### src/rtl/ulaw_topk_argmax_if.sv
// Score/result bundle for the top-2 classifier stage.
// The master drives the scores and the start/clear controls; the slave reports the result.
interface ulaw_topk_argmax_if #(
   parameter int NUM_CLASSES = 10,
   parameter int DATA_WIDTH  = 8,
   parameter int IDX_W       = $clog2(NUM_CLASSES + 1)
);
   logic                              start;
   logic                              clear;
   logic [NUM_CLASSES*DATA_WIDTH-1:0] scores;
   logic                              busy;
   logic                              done;
   logic [IDX_W-1:0]                  max_idx;
   logic [DATA_WIDTH-1:0]             max_val;
   logic [IDX_W-1:0]                  second_idx;
   logic [DATA_WIDTH-1:0]             second_val;
   logic [DATA_WIDTH-1:0]             margin;
   logic                              tie;

   modport master (
      output start, clear, scores,
      input  busy, done, max_idx, max_val, second_idx, second_val, margin, tie
   );

   modport slave (
      input  start, clear, scores,
      output busy, done, max_idx, max_val, second_idx, second_val, margin, tie
   );
endinterface

### src/rtl/ulaw_topk_argmax.sv
// Sequential argmax / runner-up classifier. Captures all class scores on start,
// scans one class per cycle with an encoding-aware ordering key, and reports the
// best class, the runner-up and the key margin between them.
module ulaw_topk_argmax #(
   parameter int NUM_CLASSES = 10,
   parameter int DATA_WIDTH  = 8,
   parameter int MODE        = 1,
   parameter int IDX_BASE    = 1,
   parameter int IDX_W       = $clog2(NUM_CLASSES + IDX_BASE)
) (
   input logic               clk,
   input logic               rst,
   ulaw_topk_argmax_if.slave bus
);
   localparam int CNT_W = $clog2(NUM_CLASSES);

   typedef enum logic [1:0] {IDLE, SCAN, DONE} state_t;

   state_t                state_q, state_d;
   logic                  accept, last;
   logic [CNT_W-1:0]      cnt_q;

   logic [DATA_WIDTH-1:0] scores_p0 [NUM_CLASSES];
   logic [DATA_WIDTH-1:0] elem_val, elem_key;

   logic [DATA_WIDTH-1:0] best_key_p1, best_val_p1, sec_key_p1, sec_val_p1;
   logic [CNT_W-1:0]      best_idx_p1, sec_idx_p1;
   logic                  sec_vld_p1;

   logic [DATA_WIDTH-1:0] nb_key, nb_val, ns_key, ns_val;
   logic [CNT_W-1:0]      nb_idx, ns_idx;
   logic                  ns_vld;

   // Map an encoded score onto an unsigned key whose natural order is the value order.
   // Mu-law: negatives (inverted MSB set) fold below positives, so -0 sits just under +0.
   function automatic logic [DATA_WIDTH-1:0] order_key(input logic [DATA_WIDTH-1:0] s);
      logic [DATA_WIDTH-1:0] t;
      if (MODE == 0) return {~s[DATA_WIDTH-1], s[DATA_WIDTH-2:0]};
      t = ~s;
      if (!t[DATA_WIDTH-1]) return {1'b1, t[DATA_WIDTH-2:0]};
      return {1'b0, ~t[DATA_WIDTH-2:0]};
   endfunction

   // Scan position plus label offset, truncated to the index width.
   function automatic logic [IDX_W-1:0] label(input logic [CNT_W-1:0] c);
      return IDX_W'(c) + IDX_W'(IDX_BASE);
   endfunction

   // State register and scan counter; clear behaves exactly like reset.
   always_ff @(posedge clk) begin
      if (rst || bus.clear) begin
         state_q <= IDLE;
         cnt_q   <= '0;
      end else begin
         state_q <= state_d;
         if (accept)              cnt_q <= '0;
         else if (state_q == SCAN) cnt_q <= cnt_q + 1'b1;
      end
   end

   // Next state: start is honoured in IDLE and DONE only, never mid-scan.
   always_comb begin
      state_d = state_q;
      accept  = 1'b0;
      last    = 1'b0;
      unique case (state_q)
         IDLE, DONE: begin
            if (bus.start) begin
               accept  = 1'b1;
               state_d = SCAN;
            end
         end
         SCAN: begin
            if (cnt_q == CNT_W'(NUM_CLASSES - 1)) begin
               last    = 1'b1;
               state_d = DONE;
            end
         end
         default: state_d = IDLE;
      endcase
   end

   assign elem_val = scores_p0[cnt_q];
   assign elem_key = order_key(elem_val);

   // Running top-2 update for the element under the scan pointer; strict compares keep the first occurrence as best.
   always_comb begin
      nb_key = best_key_p1;
      nb_val = best_val_p1;
      nb_idx = best_idx_p1;
      ns_key = sec_key_p1;
      ns_val = sec_val_p1;
      ns_idx = sec_idx_p1;
      ns_vld = sec_vld_p1;
      if (cnt_q == '0) begin
         nb_key = elem_key;
         nb_val = elem_val;
         nb_idx = cnt_q;
         ns_vld = 1'b0;
      end else if (elem_key > best_key_p1) begin
         ns_key = best_key_p1;
         ns_val = best_val_p1;
         ns_idx = best_idx_p1;
         ns_vld = 1'b1;
         nb_key = elem_key;
         nb_val = elem_val;
         nb_idx = cnt_q;
      end else if (!sec_vld_p1 || (elem_key > sec_key_p1)) begin
         ns_key = elem_key;
         ns_val = elem_val;
         ns_idx = cnt_q;
         ns_vld = 1'b1;
      end
   end

   // Stage p0 captures the score vector; stage p1 holds the running best/second while scanning.
   always_ff @(posedge clk) begin
      if (accept) begin
         for (int i = 0; i < NUM_CLASSES; i++) begin
            scores_p0[i] <= bus.scores[i*DATA_WIDTH +: DATA_WIDTH];
         end
      end
      if (state_q == SCAN) begin
         best_key_p1 <= nb_key;
         best_val_p1 <= nb_val;
         best_idx_p1 <= nb_idx;
         sec_key_p1  <= ns_key;
         sec_val_p1  <= ns_val;
         sec_idx_p1  <= ns_idx;
         sec_vld_p1  <= ns_vld;
      end
   end

   // Result registers: zero while idle or scanning, loaded on the final scan edge and held in DONE.
   always_ff @(posedge clk) begin
      if (rst || bus.clear || accept) begin
         bus.busy       <= accept && !(rst || bus.clear);
         bus.done       <= 1'b0;
         bus.max_idx    <= '0;
         bus.max_val    <= '0;
         bus.second_idx <= '0;
         bus.second_val <= '0;
         bus.margin     <= '0;
         bus.tie        <= 1'b0;
      end else if (last) begin
         bus.busy       <= 1'b0;
         bus.done       <= 1'b1;
         bus.max_idx    <= label(nb_idx);
         bus.max_val    <= nb_val;
         bus.second_idx <= label(ns_idx);
         bus.second_val <= ns_val;
         bus.margin     <= nb_key - ns_key;
         bus.tie        <= (nb_key == ns_key);
      end
   end
endmodule

### src/flat_wrapper.sv
// flat-port wrapper written by rule: the top's interface ports become plain ports
module ulaw_topk_argmax_flat 
#(
   parameter int NUM_CLASSES = 10,
   parameter int DATA_WIDTH  = 8,
   parameter int MODE        = 1,
   parameter int IDX_BASE    = 1,
   parameter int IDX_W       = $clog2(NUM_CLASSES + IDX_BASE)
)
  (clk, rst, bus_start, bus_clear, bus_scores, bus_busy, bus_done, bus_max_idx, bus_max_val, bus_second_idx, bus_second_val, bus_margin, bus_tie);
  ulaw_topk_argmax_if #(.NUM_CLASSES(NUM_CLASSES), .DATA_WIDTH(DATA_WIDTH), .IDX_W(IDX_W)) bus_i ();
  input logic clk;
  input logic rst;
  input wire logic [$bits(bus_i.start)-1:0] bus_start;
  input wire logic [$bits(bus_i.clear)-1:0] bus_clear;
  input wire logic [$bits(bus_i.scores)-1:0] bus_scores;
  output wire logic [$bits(bus_i.busy)-1:0] bus_busy;
  output wire logic [$bits(bus_i.done)-1:0] bus_done;
  output wire logic [$bits(bus_i.max_idx)-1:0] bus_max_idx;
  output wire logic [$bits(bus_i.max_val)-1:0] bus_max_val;
  output wire logic [$bits(bus_i.second_idx)-1:0] bus_second_idx;
  output wire logic [$bits(bus_i.second_val)-1:0] bus_second_val;
  output wire logic [$bits(bus_i.margin)-1:0] bus_margin;
  output wire logic [$bits(bus_i.tie)-1:0] bus_tie;
  assign bus_i.start = bus_start;
  assign bus_i.clear = bus_clear;
  assign bus_i.scores = bus_scores;
  assign bus_busy = bus_i.busy;
  assign bus_done = bus_i.done;
  assign bus_max_idx = bus_i.max_idx;
  assign bus_max_val = bus_i.max_val;
  assign bus_second_idx = bus_i.second_idx;
  assign bus_second_val = bus_i.second_val;
  assign bus_margin = bus_i.margin;
  assign bus_tie = bus_i.tie;
  ulaw_topk_argmax #(.NUM_CLASSES(NUM_CLASSES), .DATA_WIDTH(DATA_WIDTH), .MODE(MODE), .IDX_BASE(IDX_BASE), .IDX_W(IDX_W)) u_core (.clk(clk), .rst(rst), .bus(bus_i));
endmodule
### config.mk
export PLATFORM = sky130hd
export DESIGN_NAME = ulaw_topk_argmax_flat
export DESIGN_NICKNAME = d
export VERILOG_FILES = /design/src/rtl/ulaw_topk_argmax_if.sv /design/src/rtl/ulaw_topk_argmax.sv /design/src/flat_wrapper.sv
export SDC_FILE = /design/constraint.sdc
export NUM_CORES = 1
export LEC_CHECK = 0
export ABC_AREA = 0
export CAP_MARGIN = 20
export CORE_AREA = 2 2 121 123
export CTS_CLUSTER_DIAMETER = 120
export DETAILED_ROUTE_END_ITERATION = 6
export DIE_AREA = 0 0 123 125
export GPL_ROUTABILITY_DRIVEN = 0
export PLACE_DENSITY = 0.87
export SLEW_MARGIN = 20
export SYNTH_ARGS = -nofsm -noshare
export SYNTH_HDL_FRONTEND = slang
export SYNTH_SLANG_ARGS = --single-unit
### constraint.sdc
create_clock -name clk -period 8.1 [get_ports clk]
set_input_delay 1.62 -clock clk [delete_from_list [all_inputs] [get_ports clk]]
set_output_delay 1.62 -clock clk [all_outputs]
set_load 0.005 [all_outputs]
==> impl_metrics.env, run 1 <==
export IMPL_status="finished clean"
export IMPL_antenna_found_initial=0
export IMPL_cts_max_path_buffers=2
export IMPL_tritoncts="done"
export IMPL_r2r_end="u_core.bus.margin[7]"
export IMPL_port_buffers=118
export IMPL_hold_violations=0
export IMPL_synth_edf_count=122
export IMPL_postLayoutCoreUtil_pct=65.8
export IMPL_dpl_hpwl_um=11600
export IMPL_root_buffer="clkbuf_16"
export IMPL_ctsHtreeMaxLevel=4
export IMPL_power_density_nw_per_um2=213
export IMPL_yosysTopAreaCell="edfxtp_1"
export IMPL_worstHoldStart="u_core.bus.margin[5]"
export IMPL_cp_arrival_ns=6.66
export IMPL_crit_path_cell_trace="mux4_2 -> nor2b_1 -> a211oi_2 -> a21oi_1 -> xor2_1 -> ha_1 -> a21oi_1 -> o21a_1 -> o21ai_2 -> buf_4 -> o21ai_2 -> a22oi_2 -> ha_1 -> nor2b_1 -> o21ai_0 -> nand2b_1 -> a21o_1 -> a21o_1 -> a21o_1 -> a21oi_1 -> xor2_1 -> a21oi_1"
export IMPL_die_area_um2=15400
export IMPL_rsz0062_at_grt="false"
export IMPL_ys_top_cells_by_area="edfxtp_1 49%, dfxtp_1 12%, mux4_2 4.8%"
export IMPL_nFillCells=962
export IMPL_yosys_area_top_type_share_pct=49.2
export IMPL_rr_worst_depth=22
export IMPL_synth_commonest_cells="122 x edfxtp_1, 82 x nand2_1, 46 x a21oi_1, 46 x nor2_1, 44 x dfxtp_1"
export IMPL_yosys_register_bits=166
export IMPL_grt_start_max_net_pins=85
export IMPL_setup_viol=0
export IMPL_grt_pass1_vias=5472
export IMPL_synth_cell_types=48
export IMPL_drv_cap=0
export IMPL_wl_um=16900
export IMPL_boundaryPins=119
export IMPL_pre_cts_ws_ns=1.82
export IMPL_hold_class="register to register"
export IMPL_cp_max_fo=33
export IMPL_place_area_um2=8760
export IMPL_ctsHoldBuffers=0
export IMPL_yosys_warnings=0
export IMPL_grt_ovfl_total=0
export IMPL_reg2reg_slack_ns=1.74
export IMPL_drive_gt1_share_pct=11.1
export IMPL_ant_nets=0
export IMPL_ys_flop_type="edfxtp_1"
export IMPL_finalMaxSlewViolations=0
export IMPL_yosysMostFrequentCell="edfxtp_1"
export IMPL_worst_pin_slew_ns=0.974
export IMPL_fin_crit_sh_pct=78.5
export IMPL_cts_sinks=166
export IMPL_syn_nets=719
export IMPL_cts_setup_buffers=0
export IMPL_synthCells=606
export IMPL_timing_hold_worst_endpoint="u_core.bus.margin[5]"
export IMPL_syn2layout_area_growth_pct=25.7
export IMPL_setup_tns_ns=0
export IMPL_finalCriticalPeriod_ns=6.36
export IMPL_cp_end_kind="register"
export IMPL_rows=44
export IMPL_clk_latency_ns=0.43
export IMPL_crit_required_ns=8.40
export IMPL_max_freq_mhz=157
export IMPL_totalPowerFinal_uw=1990
export IMPL_cts_resized=0
export IMPL_grt_util_all_layers_pct=23.3
export IMPL_crit_type="register to register"
export IMPL_max_slew_margin_pct=35.1
export IMPL_antenna_cells=0
export IMPL_synth_area_per_cell_um2=12.3
export IMPL_drc=0
export IMPL_critPathLaunchType="register"
export IMPL_clkSlewWorstSetupHoldPaths_ns=0.07
export IMPL_wl_per_cell_um=18.5
export IMPL_seq_area_frac_synth_pct=61.1
export IMPL_fin_skew_ns=0.0128
export IMPL_drtIter0Drc=390
export IMPL_nets=832
export IMPL_p_leak_uw=0.00335
export IMPL_dr_pass1_iters=5
export IMPL_num_vias=5264
export IMPL_die_h_um=125
export IMPL_core_area_um2=14200
export IMPL_crit_top_cell="a21oi_1"
export IMPL_syn_area_um2=7440
export IMPL_start_util_pct=52.4
export IMPL_worst_ir_drop_vdd_mv=0.183
export IMPL_fin_area_um2=9350
export IMPL_cts_made_buffers=17
export IMPL_slowest_delay_ns=0.87
export IMPL_die_x_um=123
export IMPL_holdPathStages=2
export IMPL_async_reset_ff_share_pct=0
export IMPL_crit_path_top_delay_cell="dfxtp_2"
export IMPL_setup_ws_ns=1.74
export IMPL_grt_pass1_wl_um=27600
export IMPL_routed_via_density=5.75
## flip-flops by register name (all words and copies together), names as in the netlist, 2 cells and up, named ones only
name / cells
u_core.cnt_q: 4
u_core.bus.second_val: 8
u_core.sec_val_p1: 8
u_core.scores_p0: 80
u_core.best_idx_p1: 4
u_core.best_val_p1: 8
u_core.bus.max_val: 8
u_core.bus.margin: 8
u_core.best_key_p1: 8
u_core.bus.max_idx: 4
u_core.state_q: 2
u_core.bus.second_idx: 4
u_core.sec_idx_p1: 4
u_core.sec_key_p1: 8
## final cells by class
cell class | instances | area [um^2] | share of cell area [%]
clock inverters | 14 | 160 | 1.71
multi-input cells | 379 | 2640 | 28.2
clock buffers | 17 | 425 | 4.55
inverters | 29 | 109 | 1.16
well taps | 184 | 230 | 2.46
repair buffers | 126 | 1240 | 13.3
flip-flops and latches | 166 | 4550 | 48.6
## layout by cell type, fill, tap and decap left out, types with 13 or more instances in the layout
| cell type | n |
|---|---|
| edfxtp_1 | 122 |
| clkdlybuf4s50_1 | 118 |
| nand2_1 | 82 |
| a21oi_1 | 46 |
| nor2_1 | 45 |
| dfxtp_1 | 43 |
| ha_1 | 28 |
| inv_1 | 22 |
| o21ai_0 | 20 |
| clkbuf_16 | 17 |
| mux4_2 | 16 |
| nor3_1 | 14 |
| xor2_1 | 13 |
## worst max-delay path: cells and delay by family (launching register included)
kind                       cells  cell delay, ns
AOI/OAI and AO/OA             13            2.78
DFF                            1            0.87
adders and majority gates      2            0.71
xor gates and xnor gates       2            0.64
muxes                          1            0.58
and+or+nand+nor                3            0.40
buffers and inverters          1            0.23
## power by group
part	switching, uW	leakage [uW]	internal [uW]
clock	366	0.000279	438
sequential	13.4	0.00152	952
combinational	119	0.00155	101
total	498	0.00335	1490
## metrics by stage
step	hold WS [ns]	cells
global route	0.484	915
finish	0.458	915
floorplan	0.448	606
detailed placement	0.449	884
CTS	0.457	915
global placement	0.445	884
## worst max-delay path by stage
stage	start	endpoint	cells after the start	slack, ns
after floorplan	bus_start	u_core.bus.max_val[4]	5	1.73
after global placement	register	u_core.bus.margin[7]	24	2.06
after detailed placement	register	u_core.bus.margin[7]	22	1.82
after CTS	register	u_core.bus.margin[7]	22	1.76
after global routing	register	u_core.bus.margin[7]	22	1.30
final	register	u_core.bus.margin[7]	22	1.74
## kinds of logic after synthesis
family	share of synthesized area [%]
compound gates	11.1
xor+xnor	2.24
fa+ha+maj	4.98
buf+inv	3.60
flops	61.1
mux	6.32
simple gates	10.7
## per-layer routing
layer / vias up / global-route usage [%] / routed length [um]
met3: 52 / 6.39 / 1300
li1: 2431 / - / -
met2: 271 / 38.8 / 8520
met4: 0 / 10.5 / 683
met1: 2510 / 28.3 / 6420
met5: - / 0 / 0
Power figures use the tool's default switching activity.
==> run 2, diff against run 1 <==
CORE_AREA = 2 2 127 129   (was 2 2 121 123)
DIE_AREA = 0 0 129 131   (was 0 0 123 125)
PLACE_DENSITY = 0.84   (was 0.87)
clock period = 5.42 ns   (was 8.1 ns; I/O delays follow)
==> run 2 against run 1 <==
  * Combinational power rose by 60%
  * Hold slack lost 0.0044 ns
  * Non-clock buffer count grew 13
  * Global-route usage decreased by 2.3 points
  * Sequential share of layout area shrank 1.8 points
  * Setup slack worse by 1.6 ns
  * Die area is 9.9% higher
  * Highest routed layer unchanged
  * Cell area rose by 3.8%
==> impl_metrics.env, run 2 (same netlist as run 1, synthesis figures left out) <==
export IMPL_status="finished clean"
export IMPL_r2r_end="u_core.bus.margin[7]"
export IMPL_cp_end_kind="register"
export IMPL_critPathLaunchType="register"
export IMPL_fin_skew_ns=0.0140
export IMPL_syn2layout_area_growth_pct=30.5
export IMPL_grt_pass1_wl_um=27100
export IMPL_largest_reg_flops=80
export IMPL_boundaryPins=119
export IMPL_pwr_share_seq_pct=46.4
export IMPL_worst_ir_drop_vdd_mv=0.293
export IMPL_start_util_pct=47.7
export IMPL_worst_pin_slew_ns=0.862
export IMPL_drv_cap=0
export IMPL_routed_via_density=5.45
export IMPL_wl_per_cell_um=18.1
export IMPL_final_seq_area_um2=4550
export IMPL_grt_start_max_net_pins=55
export IMPL_place_area_um2=8870
export IMPL_power_density_nw_per_um2=320
export IMPL_die_area_um2=16900
export IMPL_drc=0
export IMPL_fin_area_um2=9710
export IMPL_pwr_share_clk_pct=42.4
export IMPL_dpl_hpwl_um=11900
export IMPL_root_buffer="clkbuf_16"
export IMPL_hold_class="register to register"
export IMPL_final_cell_mix="122 x edfxtp_1, 118 x clkdlybuf4s50_1, 82 x nand2_1, 43 x nor2_1, 43 x dfxtp_1"
export IMPL_core_area_um2=15600
export IMPL_tritoncts="done"
export IMPL_grt_ovfl_total=0
export IMPL_rows=46
export IMPL_dr_pass1_iters=5
export IMPL_die_h_um=131
export IMPL_antenna_cells=0
export IMPL_multiInputGateArea_um2=2740
export IMPL_cts_sinks=166
export IMPL_grt_pass1_vias=5274
export IMPL_port_buffers=118
export IMPL_finalCriticalPeriod_ns=5.30
export IMPL_holdPathStages=2
export IMPL_top_register="u_core.scores_p0"
export IMPL_max_slew_margin_pct=42.4
export IMPL_clkSlewWorstSetupHoldPaths_ns=0.07
export IMPL_p_int_uw=2380
export IMPL_cp_arrival_ns=5.58
export IMPL_setup_tns_ns=0
export IMPL_switching_share_pct=23.6
export IMPL_cts_made_buffers=17
export IMPL_worstHoldStart="u_core.bus.second_idx[2]"
export IMPL_slowest_delay_ns=0.49
export IMPL_cts_max_path_buffers=2
export IMPL_drive_gt1_share_pct=14.5
export IMPL_crit_path_top_delay_cell="mux4_2"
export IMPL_timing_hold_worst_endpoint="u_core.bus.second_idx[2]"
export IMPL_wl_um=17400
export IMPL_hold_violations=0
export IMPL_final_common_cell="edfxtp_1"
export IMPL_die_x_um=129
export IMPL_p_leak_uw=0.00347
export IMPL_reg2reg_slack_ns=0.12
export IMPL_drtIter0Drc=403
export IMPL_combPwrFrac_pct=11.3
export IMPL_setup_viol=0
export IMPL_crit_type="register to register"
export IMPL_p_switching_uw=732
export IMPL_whs_ns=0.454
export IMPL_ctsHtreeMaxLevel=4
export IMPL_grt_util_all_layers_pct=21.0
export IMPL_num_vias=5237
export IMPL_crit_required_ns=5.70
export IMPL_cp_max_fo=11
export IMPL_ant_nets=0
export IMPL_rr_worst_depth=25
export IMPL_clk_latency_ns=0.44
export IMPL_nets=845
export IMPL_nFillCells=1162
export IMPL_finalMaxSlewViolations=0
export IMPL_postLayoutCoreUtil_pct=62.2
export IMPL_antenna_found_initial=0
export IMPL_max_freq_mhz=189
export IMPL_fin_crit_sh_pct=97.7
-- run 2: changes by cell type in the layout (fill, tap and decap cells not counted), sizes merged --
cell,before,now
buf,8,20
bufinv,1,4
clkbuf,17,19
clkinvlp,3,1
inv,38,36
clkinv,1,2
-- run 2: worst max-delay path by stage --
stage | end | depth (start not counted)
4_1_cts | u_core.bus.margin[7] | 25
3_3_place_gp | u_core.bus.margin[7] | 23
2_1_floorplan | u_core.bus.margin[7] | 25
6_report | u_core.bus.margin[7] | 25
5_1_grt | u_core.bus.margin[7] | 25
3_5_place_dp | u_core.bus.margin[7] | 25
-- run 2: cell type report --
cell class / instances / share of cell area, %
Multi-Input combinational cell: 379 / 28.3
Tap cell: 216 / 2.78
Clock buffer: 18 / 4.42
Sequential cell: 166 / 46.9
Timing Repair Buffer: 139 / 14.4
Clock inverter: 14 / 2.20
Inverter: 29 / 1.12
-- run 2: per-layer routing --
metal	wire, um	GRT usage [%]	vias to the layer above
li1	-	-	2459
met1	6860	25.4	2511
met2	8930	36.4	237
met3	1240	5.90	30
met4	378	7.29	0
met5	0	0	-
-- run 2: timing repair --
| item | in CTS | in global routing |
|---|---|---|
| buffers inserted | 0 | 6 |
| resized for setup | 0 | 22 |
| hold buffers | 0 | 0 |
| endpoints found under the setup margin | 0 | 3 |
-- run 2: power by group through the flow --
stage,registers (uW),clock network (uW),logic [uW]
2_1_floorplan,1460,0,195
3_3_place_gp,1460,0,305
3_5_place_dp,1470,0,320
4_1_cts,1440,1330,322
5_1_grt,1440,1380,380
6_report,1440,1320,351
-- run 2: worst max-delay path: cells and delay by family, from the launching register on --
kind | cells | cell delay, ns
and+or+nand+nor | 5 | 0.53
AOI/OAI and AO/OA | 13 | 2.35
muxes | 1 | 0.49
adders and majority gates | 2 | 0.53
buffers and inverters | 2 | 0.33
DFF | 1 | 0.41
xor gates and xnor gates | 2 | 0.50
-- run 2: metrics by stage --
| stage | total power (uW) | instances | setup WS (ns) |
|---|---|---|---|
| after floorplan | 1660 | 606 | 0.408 |
| after global placement | 1770 | 922 | 0.262 |
| after detailed placement | 1790 | 922 | 0.140 |
| after CTS | 3090 | 954 | 0.0660 |
| after global routing | 3200 | 961 | -0.172 |
| final | 3110 | 961 | 0.125 |
==> run 3, diff against run 2 <==
CTS_BUF_LIST = sky130_fd_sc_hd__clkbuf_4 sky130_fd_sc_hd__clkbuf_8 sky130_fd_sc_hd__clkbuf_16   (was default)
==> run 3 against run 2 <==
  * Fmax up 1.9%
  * Largest cell class unchanged
  * Critical path type unchanged
  * Final cell count decreased by 0.21%
  * Highest routed layer unchanged
  * Non-clock buffer count shrank 2
  * Combinational power up 1%
  * Sequential cell count did not move
==> impl_metrics.env, run 3 (same netlist as run 1, synthesis figures left out) <==
export IMPL_status="finished clean"
export IMPL_p_int_uw=2380
export IMPL_top_register="u_core.scores_p0"
export IMPL_dpl_hpwl_um=11900
export IMPL_power_density_nw_per_um2=321
export IMPL_boundaryPins=119
export IMPL_wl_per_cell_um=18.2
export IMPL_cp_end_kind="register"
export IMPL_p_switching_uw=734
export IMPL_finalMaxSlewViolations=0
export IMPL_fin_crit_sh_pct=95.9
export IMPL_whs_ns=0.454
export IMPL_totalPowerFinal_uw=3120
export IMPL_place_area_um2=8870
export IMPL_worst_ir_drop_vdd_mv=0.203
export IMPL_pwr_share_clk_pct=42.4
export IMPL_drc=0
export IMPL_syn2layout_area_growth_pct=30.6
export IMPL_core_area_um2=15600
export IMPL_setup_ws_ns=0.221
export IMPL_cts_max_path_buffers=2
export IMPL_fin_skew_ns=0.0134
export IMPL_cp_arrival_ns=5.48
export IMPL_start_util_pct=47.7
export IMPL_final_common_cell="edfxtp_1"
export IMPL_max_freq_mhz=192
export IMPL_wl_um=17500
export IMPL_combPwrFrac_pct=11.4
export IMPL_worst_pin_slew_ns=0.869
export IMPL_antenna_cells=0
export IMPL_r2r_end="u_core.bus.margin[7]"
export IMPL_finalCriticalPeriod_ns=5.20
export IMPL_reg2reg_slack_ns=0.22
export IMPL_drtIter0Drc=484
export IMPL_num_vias=5306
export IMPL_final_cell_mix="122 x edfxtp_1, 118 x clkdlybuf4s50_1, 82 x nand2_1, 43 x nor2_1, 43 x dfxtp_1"
export IMPL_grt_pass1_wl_um=27100
export IMPL_critPathLaunchType="register"
export IMPL_crit_required_ns=5.70
export IMPL_tritoncts="done"
export IMPL_cp_max_fo=11
export IMPL_multiInputGateArea_um2=2770
export IMPL_rows=46
export IMPL_grt_ovfl_total=0
export IMPL_setup_tns_ns=0
export IMPL_die_area_um2=16900
export IMPL_grt_util_all_layers_pct=21.0
export IMPL_antenna_found_initial=0
export IMPL_rr_worst_depth=23
export IMPL_ant_nets=0
export IMPL_ctsHtreeMaxLevel=4
export IMPL_final_seq_area_um2=4550
export IMPL_nets=843
export IMPL_die_x_um=129
export IMPL_grt_start_max_net_pins=55
export IMPL_grt_pass1_vias=5280
export IMPL_pwr_share_seq_pct=46.2
export IMPL_routed_via_density=5.53
export IMPL_max_slew_margin_pct=42.1
export IMPL_hold_class="register to register"
export IMPL_clk_latency_ns=0.43
export IMPL_port_buffers=118
export IMPL_cts_made_buffers=17
export IMPL_die_h_um=131
export IMPL_fin_area_um2=9710
export IMPL_ctsHoldBuffers=0
export IMPL_pre_cts_ws_ns=0.140
export IMPL_setup_viol=0
export IMPL_clkSlewWorstSetupHoldPaths_ns=0.07
export IMPL_drv_cap=0
export IMPL_p_leak_uw=0.00348
export IMPL_root_buffer="clkbuf_16"
export IMPL_hold_violations=0
export IMPL_nFillCells=1164
export IMPL_cts_sinks=166
export IMPL_crit_type="register to register"
export IMPL_switching_share_pct=23.5
export IMPL_dr_pass1_iters=5
export IMPL_largest_reg_flops=80
export IMPL_drive_gt1_share_pct=15.1
export IMPL_crit_end="u_core.bus.margin[7]"
run 3: through the flow:
stage,util (%),std cells
global route,62.3,959
CTS,61.0,954
finish,62.3,959
detailed placement,56.8,922
floorplan,-,606
global placement,56.8,922
run 3: how the worst min path moves through the flow:
stage | from | to | depth (start not counted)
3_5_place_dp | u_core.bus.second_idx[2] | u_core.bus.second_idx[2] | 2
3_3_place_gp | u_core.bus.second_idx[2] | u_core.bus.second_idx[2] | 2
4_1_cts | u_core.bus.second_idx[2] | u_core.bus.second_idx[2] | 2
6_report | u_core.bus.second_idx[2] | u_core.bus.second_idx[2] | 2
5_1_grt | u_core.bus.second_idx[2] | u_core.bus.second_idx[2] | 2
2_1_floorplan | u_core.bus.margin[2] | u_core.bus.margin[2] | 2
run 3: final cells by class:
type / count / area share (%)
Multi-Input combinational cell: 379 / 28.6
Tap cell: 216 / 2.78
Sequential cell: 166 / 46.8
Inverter: 29 / 1.12
Clock inverter: 14 / 2.20
Timing Repair Buffer: 137 / 14.1
Clock buffer: 18 / 4.46
run 3: repair_timing:
| action | 4_1_cts | 5_1_grt |
|---|---|---|
| resized for setup | 0 | 27 |
| buffers inserted | 0 | 4 |
| endpoints found under the setup margin | 0 | 3 |
| hold endpoints to repair | 0 | 0 |
run 3: power groups by stage:
| stage | clock [uW] | sequential [uW] | combinational, uW |
|---|---|---|---|
| 6_report | 1320 | 1440 | 356 |
| 5_1_grt | 1390 | 1440 | 385 |
| 4_1_cts | 1330 | 1440 | 322 |
| 3_5_place_dp | 0 | 1470 | 320 |
| 3_3_place_gp | 0 | 1460 | 305 |
| 2_1_floorplan | 0 | 1460 | 195 |
run 3: routing by layer:
layer  routed length (um)  GRT usage (%)  up-vias
li1                     -              -     2460
met1                 6720           25.8     2547
met2                 8920           35.8      260
met3                 1370           5.13       39
met4                  447           8.18        0
met5                    0              0        -
run 3: critical path, stage by stage, from the launching register on:
cell and delay [ns]:
dfxtp_4 0.41, buf_12 0.17, mux4_2 0.50, nor2b_1 0.14, a211oi_1 0.20, a21oi_1 0.14
xnor2_1 0.44, ha_1 0.33, nand4_1 0.18, nand2b_4 0.08, o21ai_4 0.31, or2_2 0.33
nand2_1 0.10, o21ai_1 0.18, ha_2 0.26, nor2b_1 0.05, o21ai_0 0.14, nand2b_1 0.11
a21o_1 0.19, a21o_1 0.19, a21o_1 0.18, a21oi_1 0.17, xor2_1 0.17, a21oi_1 0.08
